$ cat config.mk
export PLATFORM = sky130hd
export DESIGN_NAME = line_clear_engine
export DESIGN_NICKNAME = d
export VERILOG_FILES = /design/src/rtl/line_clear_engine.sv
export SDC_FILE = /design/constraint.sdc
export NUM_CORES = 1
export LEC_CHECK = 0
export BUFFER_PORTS_ARGS = -buffer_cell sky130_fd_sc_hd__buf_4
export CORE_UTILIZATION = 60
export DETAILED_ROUTE_END_ITERATION = 12
export PLACE_DENSITY = 0.84
export SYNTH_ARGS = -nofsm -noshare
export SYNTH_HDL_FRONTEND = slang
export SYNTH_SLANG_ARGS = --single-unit
$ cat constraint.sdc
create_clock -name clka -period 6.1 [get_ports clka]
set_clock_uncertainty 0.15 [all_clocks]
set_input_delay 0.305 -clock clka [delete_from_list [all_inputs] [get_ports clka]]
set_output_delay 0.305 -clock clka [all_outputs]
set_load 0.005 [all_outputs]
$ cat src/rtl/line_clear_engine.sv
// line_clear_engine: takes a settled board, removes every full row over several cycles,
// then spawns the next piece at the top and reports collisions and the cleared-row count.
module line_clear_engine #(
    parameter int COLS      = 4,
    parameter int ROWS      = 8,
    parameter int SPAWN_COL = 1
) (
    input  logic                       clka,
    input  logic                       restart,
    input  logic                       start,
    input  logic [ROWS*COLS-1:0]       board_in,
    input  logic [1:0]                 curr_piece,
    output logic                       busy,
    output logic                       done,
    output logic [ROWS*COLS-1:0]       board_out,
    output logic [$clog2(ROWS+1)-1:0]  lines_cleared,
    output logic                       error
);
    localparam int N  = ROWS*COLS;
    localparam int PW = $clog2(ROWS);
    localparam int LW = $clog2(ROWS+1);
    localparam logic [N-1:0] ONE = N'(1);

    typedef enum logic [1:0] {IDLE, SCAN, SPAWN, DONE} state_t;

    state_t         state_q, state_d;
    logic [N-1:0]   board_q, board_d, out_q, out_d;
    logic [1:0]     piece_q, piece_d;
    logic [PW-1:0]  ptr_q, ptr_d;
    logic [LW-1:0]  cnt_q, cnt_d, lines_q, lines_d;
    logic           busy_q, busy_d, done_q, done_d, err_q, err_d;
    logic           full;
    logic [N-1:0]   low_mask, shifted, mask;

    assign full     = board_q[ptr_q*COLS +: COLS] == {COLS{1'b1}};
    // Rows 0..ptr move down one row; row 0 is refilled with zeros by the shift.
    assign low_mask = {N{1'b1}} >> ((ROWS-1-ptr_q)*COLS);
    assign shifted  = ((board_q << COLS) & low_mask) | (board_q & ~low_mask);
    assign mask     = (ONE << SPAWN_COL)
                    | ((piece_q == 2'b01 || piece_q == 2'b10) ? (ONE << (SPAWN_COL+1)) : '0)
                    | (piece_q[1] ? ((ONE << (COLS+SPAWN_COL)) | (ONE << (COLS+SPAWN_COL+1))) : '0);

    always_ff @(posedge clka) begin
        if (restart) begin
            state_q <= IDLE;
            board_q <= '0;
            out_q   <= '0;
            piece_q <= '0;
            ptr_q   <= '0;
            cnt_q   <= '0;
            lines_q <= '0;
            busy_q  <= 1'b0;
            done_q  <= 1'b0;
            err_q   <= 1'b0;
        end else begin
            state_q <= state_d;
            board_q <= board_d;
            out_q   <= out_d;
            piece_q <= piece_d;
            ptr_q   <= ptr_d;
            cnt_q   <= cnt_d;
            lines_q <= lines_d;
            busy_q  <= busy_d;
            done_q  <= done_d;
            err_q   <= err_d;
        end
    end

    always_comb begin
        state_d = state_q;
        board_d = board_q;
        out_d   = out_q;
        piece_d = piece_q;
        ptr_d   = ptr_q;
        cnt_d   = cnt_q;
        lines_d = lines_q;
        busy_d  = busy_q;
        done_d  = 1'b0;
        err_d   = err_q;
        case (state_q)
            IDLE: if (start) begin
                board_d = board_in;
                piece_d = curr_piece;
                ptr_d   = PW'(ROWS-1);
                cnt_d   = '0;
                busy_d  = 1'b1;
                state_d = SCAN;
            end
            SCAN: if (full) begin
                board_d = shifted;
                cnt_d   = cnt_q + 1'b1;
            end else if (ptr_q == '0) begin
                state_d = SPAWN;
            end else begin
                ptr_d = ptr_q - 1'b1;
            end
            SPAWN: begin
                err_d   = |(mask & board_q);
                out_d   = board_q | mask;
                lines_d = cnt_q;
                done_d  = 1'b1;
                state_d = DONE;
            end
            DONE: begin
                busy_d  = 1'b0;
                state_d = IDLE;
            end
            default: state_d = IDLE;
        endcase
    end

    assign busy          = busy_q;
    assign done          = done_q;
    assign board_out     = out_q;
    assign lines_cleared = lines_q;
    assign error         = err_q;
endmodule

==> flow_summary.yaml, run 1 <==
run_status:
  status: "complete, no violations"
global_route:
  grt_usage: 0.282
  overflow: 0
  grt_pass1_vias: 3318
  grt_pass1_wl_mm: 16.0
  grt_max_degree: 92
  grt_antenna_before_repair: 0
routing:
  remaining_drc_errors: 0
  drt_iter0_markers: 284
  routedWlPerCell_um: 15.6
  wirelength_mm: 9.39
  routed-via-count: 3599
  drt_first_pass_iters: 5
  avgViaCountPerCell: 5.98
  ant_nets: 0
clock_tree:
  cts_tree: "done"
  ctsLongestPathBuffers: 2
  cts_buffers: 9
  cts_hold_buffers: 0
  post_cts_resized: 0
  clock-sinks: 82
  cts_root_buf: "clkbuf_8"
  clk_pin_slew_ps: 80
  clock_latency_ps: 360
  postCtsSetupBuffers: 0
  htreeDepth: 3
die:
  start_util: 0.623
  io_pins: 76
  die_h_um: 83.5
  num_rows: 29
  design.die.area_mm2: 0.00697
  core_area_mm2: 0.00639
  fp.dieW_um: 83.5
yosys:
  synth.top_cell.area_share: 0.412
  syn_nets: 515
  synth_area_mm2: 0.00398
  synth-adder-area-share: 0.0346
  yosysSeqAreaShare: 0.412
  muxShareOfSynthArea: 0.101
  syn-mean-instance-area_um2: 8.53
  yosysUniqueCellTypes: 43
  yosys_warnings: 0
  synth_top_area_cell: "dfxtp_1"
  synth_seq_cells: 82
  synth-compound-area-share: 0.191
  postSynthCellCount: 467
  synth_simple_gate_area_frac: 0.211
  synth_top_family_by_area: "simple AND/OR/NAND/NOR gates"
  synthXorXnorAreaFrac: 0.00220
  synth.area.top_cells: "dfxtp_1, mux2i_1, nor2_1"
power:
  peakVddDrop_mv: 0.283
  power.density_mw_per_mm2: 463
  p_leak_nw: 1.98
sta:
  finalSetupViolations: 0
  rsz0062_at_grt: "no"
  slew_violations: 0
  period_needed_ps: 4070
  slew_headroom: 0.180
  final_hold_viol_count: 0
  setup_tns_ps: 0
  fmax_ghz: 0.246
  fin_crit_sh: 0.667
  worst_pin_slew_ps: 1230
final_layout:
  nNetsFinal: 569
  final_cell_count_no_fill: 602
  utilization: 0.731
  drive_above_1_share: 0.185
  diodes: 0
  area_growth_pct: 17.3
setup_path:
  required_ps: 6250
  arrival_ps: 4220
  critPathLaunchType: "flop"
  critPathKind: "flop to flop"
  crit_path_max_fanout: 50
  crit_path_end_kind: "flop"
placed_design:
  dp_hpwl_mm: 6.38
  io_buffers: 75
  gp_congestion: 0.812
  place_inst: 587
run:
  maxCapViolCount: 0
worst_hold_path:
  hold_class: "input pin to flop"
[critical path, stage by stage, from the launching register on]
cell and delay [ps]:
dfxtp_1 340, inv_1 120, ha_2 840, inv_1 600
or4_4 690, a31oi_4 710, a21boi_2 350, a22o_1 170
[metrics by stage]
step	instance area [um^2]	power [mW]	hold WS, ps	worst slack [ps]
after floorplan	3980	1.57	291	3850
after global placement	4490	1.75	297	2250
after detailed placement	4490	1.79	319	2120
after CTS	4670	2.15	44.9	2070
after global routing	4670	2.33	58.1	1740
final	4670	2.16	52.1	2030
[cell usage after synthesis, drive strengths merged]
cell	count
nor3	14
nand2b	9
clkbuf	19
o211ai	1
a22o	8
nand4	1
a211oi	7
and4b	2
buf	13
inv	10
a311oi	1
and4	3
nor2b	10
a221oi	4
a21boi	1
a211o	1
dfxtp	82
a21o	9
a31oi	4
ha	11
a21oi	55
nand3	5
and3	7
or4	1
a311o	1
a2111o	1
nand2	22
nor2	88
nor4b	1
a41o	3
xor2	1
o21ai	9
nor4	8
nand3b	1
or3	5
mux2i	40
and2	1
a32o	8
[metal layers]
metal	wire length [um]	vias up	global-route usage
li1	-	1778	-
met1	4100	1678	0.392
met2	4480	130	0.445
met3	686	13	0.0504
met4	129	0	0.0924
met5	0	-	0
[placed cells by master, fill, tap and decap left out, types with 2 or more instances in the layout]
cell,instances
nor2_1,88
dfxtp_1,82
buf_4,75
a21oi_1,55
mux2i_1,40
nand2_1,22
nor3_1,14
clkbuf_8,11
inv_1,10
nor2b_1,10
a21o_1,9
nand2b_1,9
o21ai_0,9
ha_1,9
a22o_1,8
a32o_1,8
nor4_1,8
a211oi_1,7
and3_1,7
nand3_1,5
or3_1,5
a31oi_1,3
and4_1,3
a221oi_1,3
a41o_1,3
clkinvlp_4,3
and4b_1,2
ha_2,2
[worst paths after layout]
path,start,endpoint,slack [ps],cells after the start
worst max-delay path,state_q[1],flop,2030,7
worst min-delay path,board_in[1],board_q[1],50,3
worst max register to register,state_q[1],flop,2030,7
worst min register to register,piece_q[0],piece_q[0],330,2
[report_power, final]
| part | switching, mW | internal [mW] | total [mW] |
|---|---|---|---|
| registers | 0.160 | 0.672 | 0.832 |
| clock network | 0.196 | 0.167 | 0.363 |
| logic | 0.569 | 0.400 | 0.968 |
[cell families (layout without fill, tap and decap cells)]
family	after synthesis	count (layout)
and+or+nand+nor	178	178
AOI/OAI and AO/OA	113	113
DFF	82	82
buffers and inverters	42	100
muxes	40	40
adders and majority gates	11	11
xor gates and xnor gates	1	1
[final cells by class]
cell class,instances,area (um^2)
clock inverters,4,27.5
inverters,10,37.5
fillers,514,1720
well taps,77,96.3
flip-flops and latches,82,1640
repair buffers,75,563
multi-input cells,343,2150
clock buffers,11,151
(Power assumes the default switching activity.)
==> inputs of run 2 (changes only) <==
Settings changed: CORE_UTILIZATION 60 to 55, PLACE_DENSITY 0.84 to 0.77.
Clock period 6.1 ns to 3.9 ns, I/O delays scaled along.
==> run 2 against run 1 <==
Net effect:
- clock-buffer cell count is 2 lower
- via count grew 0.22%
- sequential cell count stayed put
- worst hold slack better by 4.2 ps
- sequential share of layout area decreased by 1.2 points
- die area up 8.9%
- register-to-register slack lost 1400 ps
- largest cell class unchanged
==> flow_summary.yaml, run 2 (synthesized netlist as in run 1, its figures left out) <==
run_status:
  status: "complete, no violations"
global_route:
  grt_pass1_wl_mm: 15.6
  grt_max_degree: 92
  grt_pass1_vias: 3252
  overflow: 0
  grt_antenna_before_repair: 1
  grt_usage: 0.264
setup_path:
  cp_common_cell: "inv_1"
  arrival_ps: 3430
  required_ps: 4050
  cp_slowest_cell: "a31oi_4"
  critPathKind: "flop to flop"
  crit_path_end_kind: "flop"
  critPathLaunchType: "flop"
  slowest_delay_ps: 880
  path_cells: "inv_1 > ha_2 > inv_1 > nand2_1 > a31oi_4 > a21boi_2 > a22o_1"
  crit_path_max_fanout: 35
worst_hold_path:
  hold_class: "input pin to flop"
die:
  num_rows: 30
  die_h_um: 87.1
  io_pins: 76
  core_area_mm2: 0.00691
  start_util: 0.576
  design.die.area_mm2: 0.00758
  fp.dieW_um: 87.1
final_layout:
  fillers: 598
  utilization: 0.700
  mostFrequentLayoutCells: "nor2_1, dfxtp_1, buf_4, a21oi_1, mux2i_1"
  mostFrequentLayoutCell: "nor2_1"
  nNetsFinal: 584
  drive_above_1_share: 0.187
  register_area_mm2: 0.00164
  multi_input_area_mm2: 0.00215
  area_growth_pct: 21.4
routing:
  wirelength_mm: 9.64
  avgViaCountPerCell: 5.65
  ant_nets: 0
  drt_iter0_markers: 230
  routedWlPerCell_um: 15.1
  drt_first_pass_iters: 5
  remaining_drc_errors: 0
  routed-via-count: 3607
sta:
  setup_tns_ps: 0
  final_hold_viol_count: 0
  period_needed_ps: 3280
  slew_violations: 0
  fmax_ghz: 0.305
  fin_crit_sh: 0.840
  rsz0062_at_grt: "no"
  worst_pin_slew_ps: 1200
  finalSetupViolations: 0
  slew_headroom: 0.202
power:
  p_leak_nw: 2.04
  clock_power_share: 0.167
  p_comb_frac: 0.451
  power.share.switching: 0.435
  peakVddDrop_mv: 0.374
  p_int_mw: 1.93
  p_sw_mw: 1.49
  p_seq_frac: 0.382
  power.density_mw_per_mm2: 706
clock_tree:
  clock_latency_ps: 360
  clk_pin_slew_ps: 90
  ctsLongestPathBuffers: 2
  cts_root_buf: "clkbuf_8"
  cts_tree: "done"
  cts_buffers: 9
  htreeDepth: 3
  clock-sinks: 82
placed_design:
  gp_congestion: 0.855
  io_buffers: 75
  dp_hpwl_mm: 6.29
run:
  maxCapViolCount: 0
-- run 2: timing repair --
action	CTS	global route
endpoints found under the hold margin	10	0
hold buffers	12	0
buffers inserted	0	0
resized for setup	0	0
-- run 2: power groups by stage --
stage / Combinational (mW) / Sequential (mW) / Clock, mW
after global placement: 1.45 / 1.31 / 0
after global routing: 1.71 / 1.33 / 0.611
after CTS: 1.52 / 1.30 / 0.577
after floorplan: 1.25 / 1.21 / 0
final: 1.54 / 1.30 / 0.571
after detailed placement: 1.50 / 1.32 / 0
-- run 2: cell type report --
cell class,count,share of cell area
diodes,1,0.000518
clock buffers,9,0.0256
clock inverters,7,0.0106
inverters,10,0.00776
multi-input cells,343,0.445
flip-flops and latches,82,0.340
well taps,96,0.0248
repair buffers,90,0.146
-- run 2: path summary, 6_finish.rpt --
path,to,startpoint,slack [ps],cells past startpoint
max,flop,state_q[1],620,7
min,piece_q[1],start,60,4
max reg2reg,flop,state_q[1],620,7
min reg2reg,error,error,330,2
-- run 2: through the flow --
stage	hold WS, ps	area [um^2]	cells	total power [mW]	setup slack [ps]
2_1_floorplan	181	3980	467	2.46	1650
3_5_place_dp	307	4540	609	2.82	717
4_1_cts	46.1	4830	637	3.40	667
5_1_grt	85.7	4830	637	3.65	439
3_3_place_gp	295	4540	609	2.76	890
6_report	56.3	4830	638	3.41	623
-- run 2: metal layers --
| metal | track usage | wire length [um] | vias up | share of wire |
|---|---|---|---|---|
| li1 | - | - | 1803 | - |
| met1 | 0.351 | 4430 | 1665 | 0.46 |
| met2 | 0.410 | 4430 | 123 | 0.46 |
| met3 | 0.0578 | 603 | 16 | 0.063 |
| met4 | 0.120 | 175 | 0 | 0.018 |
| met5 | 0 | 0 | - | 0 |
-- run 2: critical path, delay by kind of cell (launching register included) --
kind / cells / cell delay, ps
buffers and inverters: 2 / 600
and+or+nand+nor: 1 / 500
adders and majority gates: 1 / 180
DFF: 1 / 360
AOI/OAI and AO/OA: 3 / 1420
==> inputs of run 3 (changes only) <==
Settings changed: CORE_UTILIZATION 55 to 50, PLACE_DENSITY 0.77 to 0.74.
Clock period 3.9 ns to 3 ns, I/O delays scaled along.
==> run 3 against run 2 <==
Net effect:
- clock-buffer cell count up 3
- power up 34%
- sequential share of layout area down 0.47 points
- maximum frequency up 32%
- register-to-register slack worse by 99 ps
- combinational power up 31%
- die area up 9.8%
- non-clock buffer count up 5
- largest cell class unchanged
==> flow_summary.yaml, run 3 (synthesized netlist as in run 1, its figures left out) <==
global_route:
  grt_usage: 0.242
  grt_antenna_before_repair: 0
  grt_max_degree: 72
  grt_pass1_wl_mm: 16.1
  grt_pass1_vias: 3431
  overflow: 0
clock_tree:
  clk_pin_slew_ps: 70
  htreeDepth: 3
  cts_buffers: 9
  cts_root_buf: "clkbuf_8"
  ctsLongestPathBuffers: 2
  postCtsSetupBuffers: 0
  clock_latency_ps: 360
  cts_tree: "done"
  clock-sinks: 82
setup_path:
  crit_path_max_fanout: 21
  arrival_ps: 2630
  cpLargestDelayFamily: "simple AND/OR/NAND/NOR gates"
  worst-path-buf-inv: 1
  crit_path_end_kind: "flop"
  path_cells: "and4_1 > a221oi_1 > or4_4 > a31oi_4 > buf_4 > a21boi_2 > a22o_1"
  slowest_delay_ps: 530
  critPathLaunchType: "flop"
  cp_slowest_cell: "dfxtp_1"
  required_ps: 3150
  critPathKind: "flop to flop"
sta:
  worst_pin_slew_ps: 717
  period_needed_ps: 2480
  fin_crit_sh: 0.825
  fmax_ghz: 0.404
  slew_violations: 0
  slew_headroom: 0.522
  fin_hold_ws_ps: 45.5
  final_hold_viol_count: 0
  finalSetupViolations: 0
  setup_tns_ps: 0
  rsz0062_at_grt: "no"
power:
  peakVddDrop_mv: 0.414
  p_total_mw: 4.57
  p_leak_nw: 2.08
  power.density_mw_per_mm2: 932
final_layout:
  final_cell_count_no_fill: 647
  register_area_mm2: 0.00164
  area_growth_pct: 23.1
  mostFrequentLayoutCells: "nor2_1, buf_4, dfxtp_1, a21oi_1, mux2i_1"
  diodes: 0
  finalInstanceArea_mm2: 0.00490
  drive_above_1_share: 0.187
  nNetsFinal: 589
  mostFrequentLayoutCell: "nor2_1"
  multi_input_area_mm2: 0.00215
  fillers: 685
die:
  die_h_um: 91.2
  design.die.area_mm2: 0.00832
  num_rows: 32
  io_pins: 76
  core_area_mm2: 0.00773
  start_util: 0.515
  fp.dieW_um: 91.2
routing:
  wirelength_mm: 9.76
  routed-via-count: 3650
  ant_nets: 0
  avgViaCountPerCell: 5.64
  drt_first_pass_iters: 5
  drt_iter0_markers: 175
  remaining_drc_errors: 0
  routedWlPerCell_um: 15.1
placed_design:
  dp_hpwl_mm: 6.71
  placed_area_mm2: 0.00458
  place_inst: 620
  io_buffers: 75
  gp_congestion: 0.871
worst_hold_path:
  hold_class: "input pin to flop"
run:
  maxCapViolCount: 0
run_status:
  status: "complete, no violations"
==> run 3: final cells by class <==
type / instances / area share
multi-input combinational: 343 / 0.439
sequential: 82 / 0.335
timing repair buffer: 95 / 0.152
clock buffer: 12 / 0.0276
tap: 102 / 0.0260
clock inverter: 3 / 0.0133
inverter: 10 / 0.00766
==> run 3: metrics by stage <==
step	utilization	setup slack, ps
2_1_floorplan	-	747
3_3_place_gp	0.593	666
3_5_place_dp	0.593	562
4_1_cts	0.634	536
5_1_grt	0.634	356
6_report	0.634	525
==> run 3: worst reg2reg max path: cells and delay by family (launching register included) <==
| kind | cells | cell delay, ps |
|---|---|---|
| compound gates | 4 | 710 |
| simple gates | 2 | 770 |
| buf+inv | 1 | 260 |
| flops | 1 | 530 |
==> run 3: metal layers <==
metal | up-vias | wire length [um] | GRT usage
met4 | 0 | 121 | 0.101
met3 | 12 | 593 | 0.0503
li1 | 1808 | - | -
met1 | 1708 | 4340 | 0.307
met5 | - | 0 | 0
met2 | 122 | 4710 | 0.399
==> run 3: worst paths after layout <==
kind | end | depth (start not counted) | slack (ps) | start
min reg2reg | piece_q[0] | 2 | 330 | piece_q[0]
max | flop | 7 | 520 | ptr_q[0]
max reg2reg | flop | 7 | 520 | ptr_q[0]
min | piece_q[0] | 4 | 50 | start
==> run 3: power breakdown <==
| part | internal, mW | total, mW | switching (mW) |
|---|---|---|---|
| registers | 1.37 | 1.71 | 0.340 |
| clock network | 0.464 | 0.840 | 0.376 |
| logic | 0.866 | 2.02 | 1.16 |
| total | 2.70 | 4.57 | 1.87 |
==> run 3: timing repair <==
item,CTS,global route
hold endpoints to repair,10,0
hold buffers,12,0
gates resized for setup,0,0
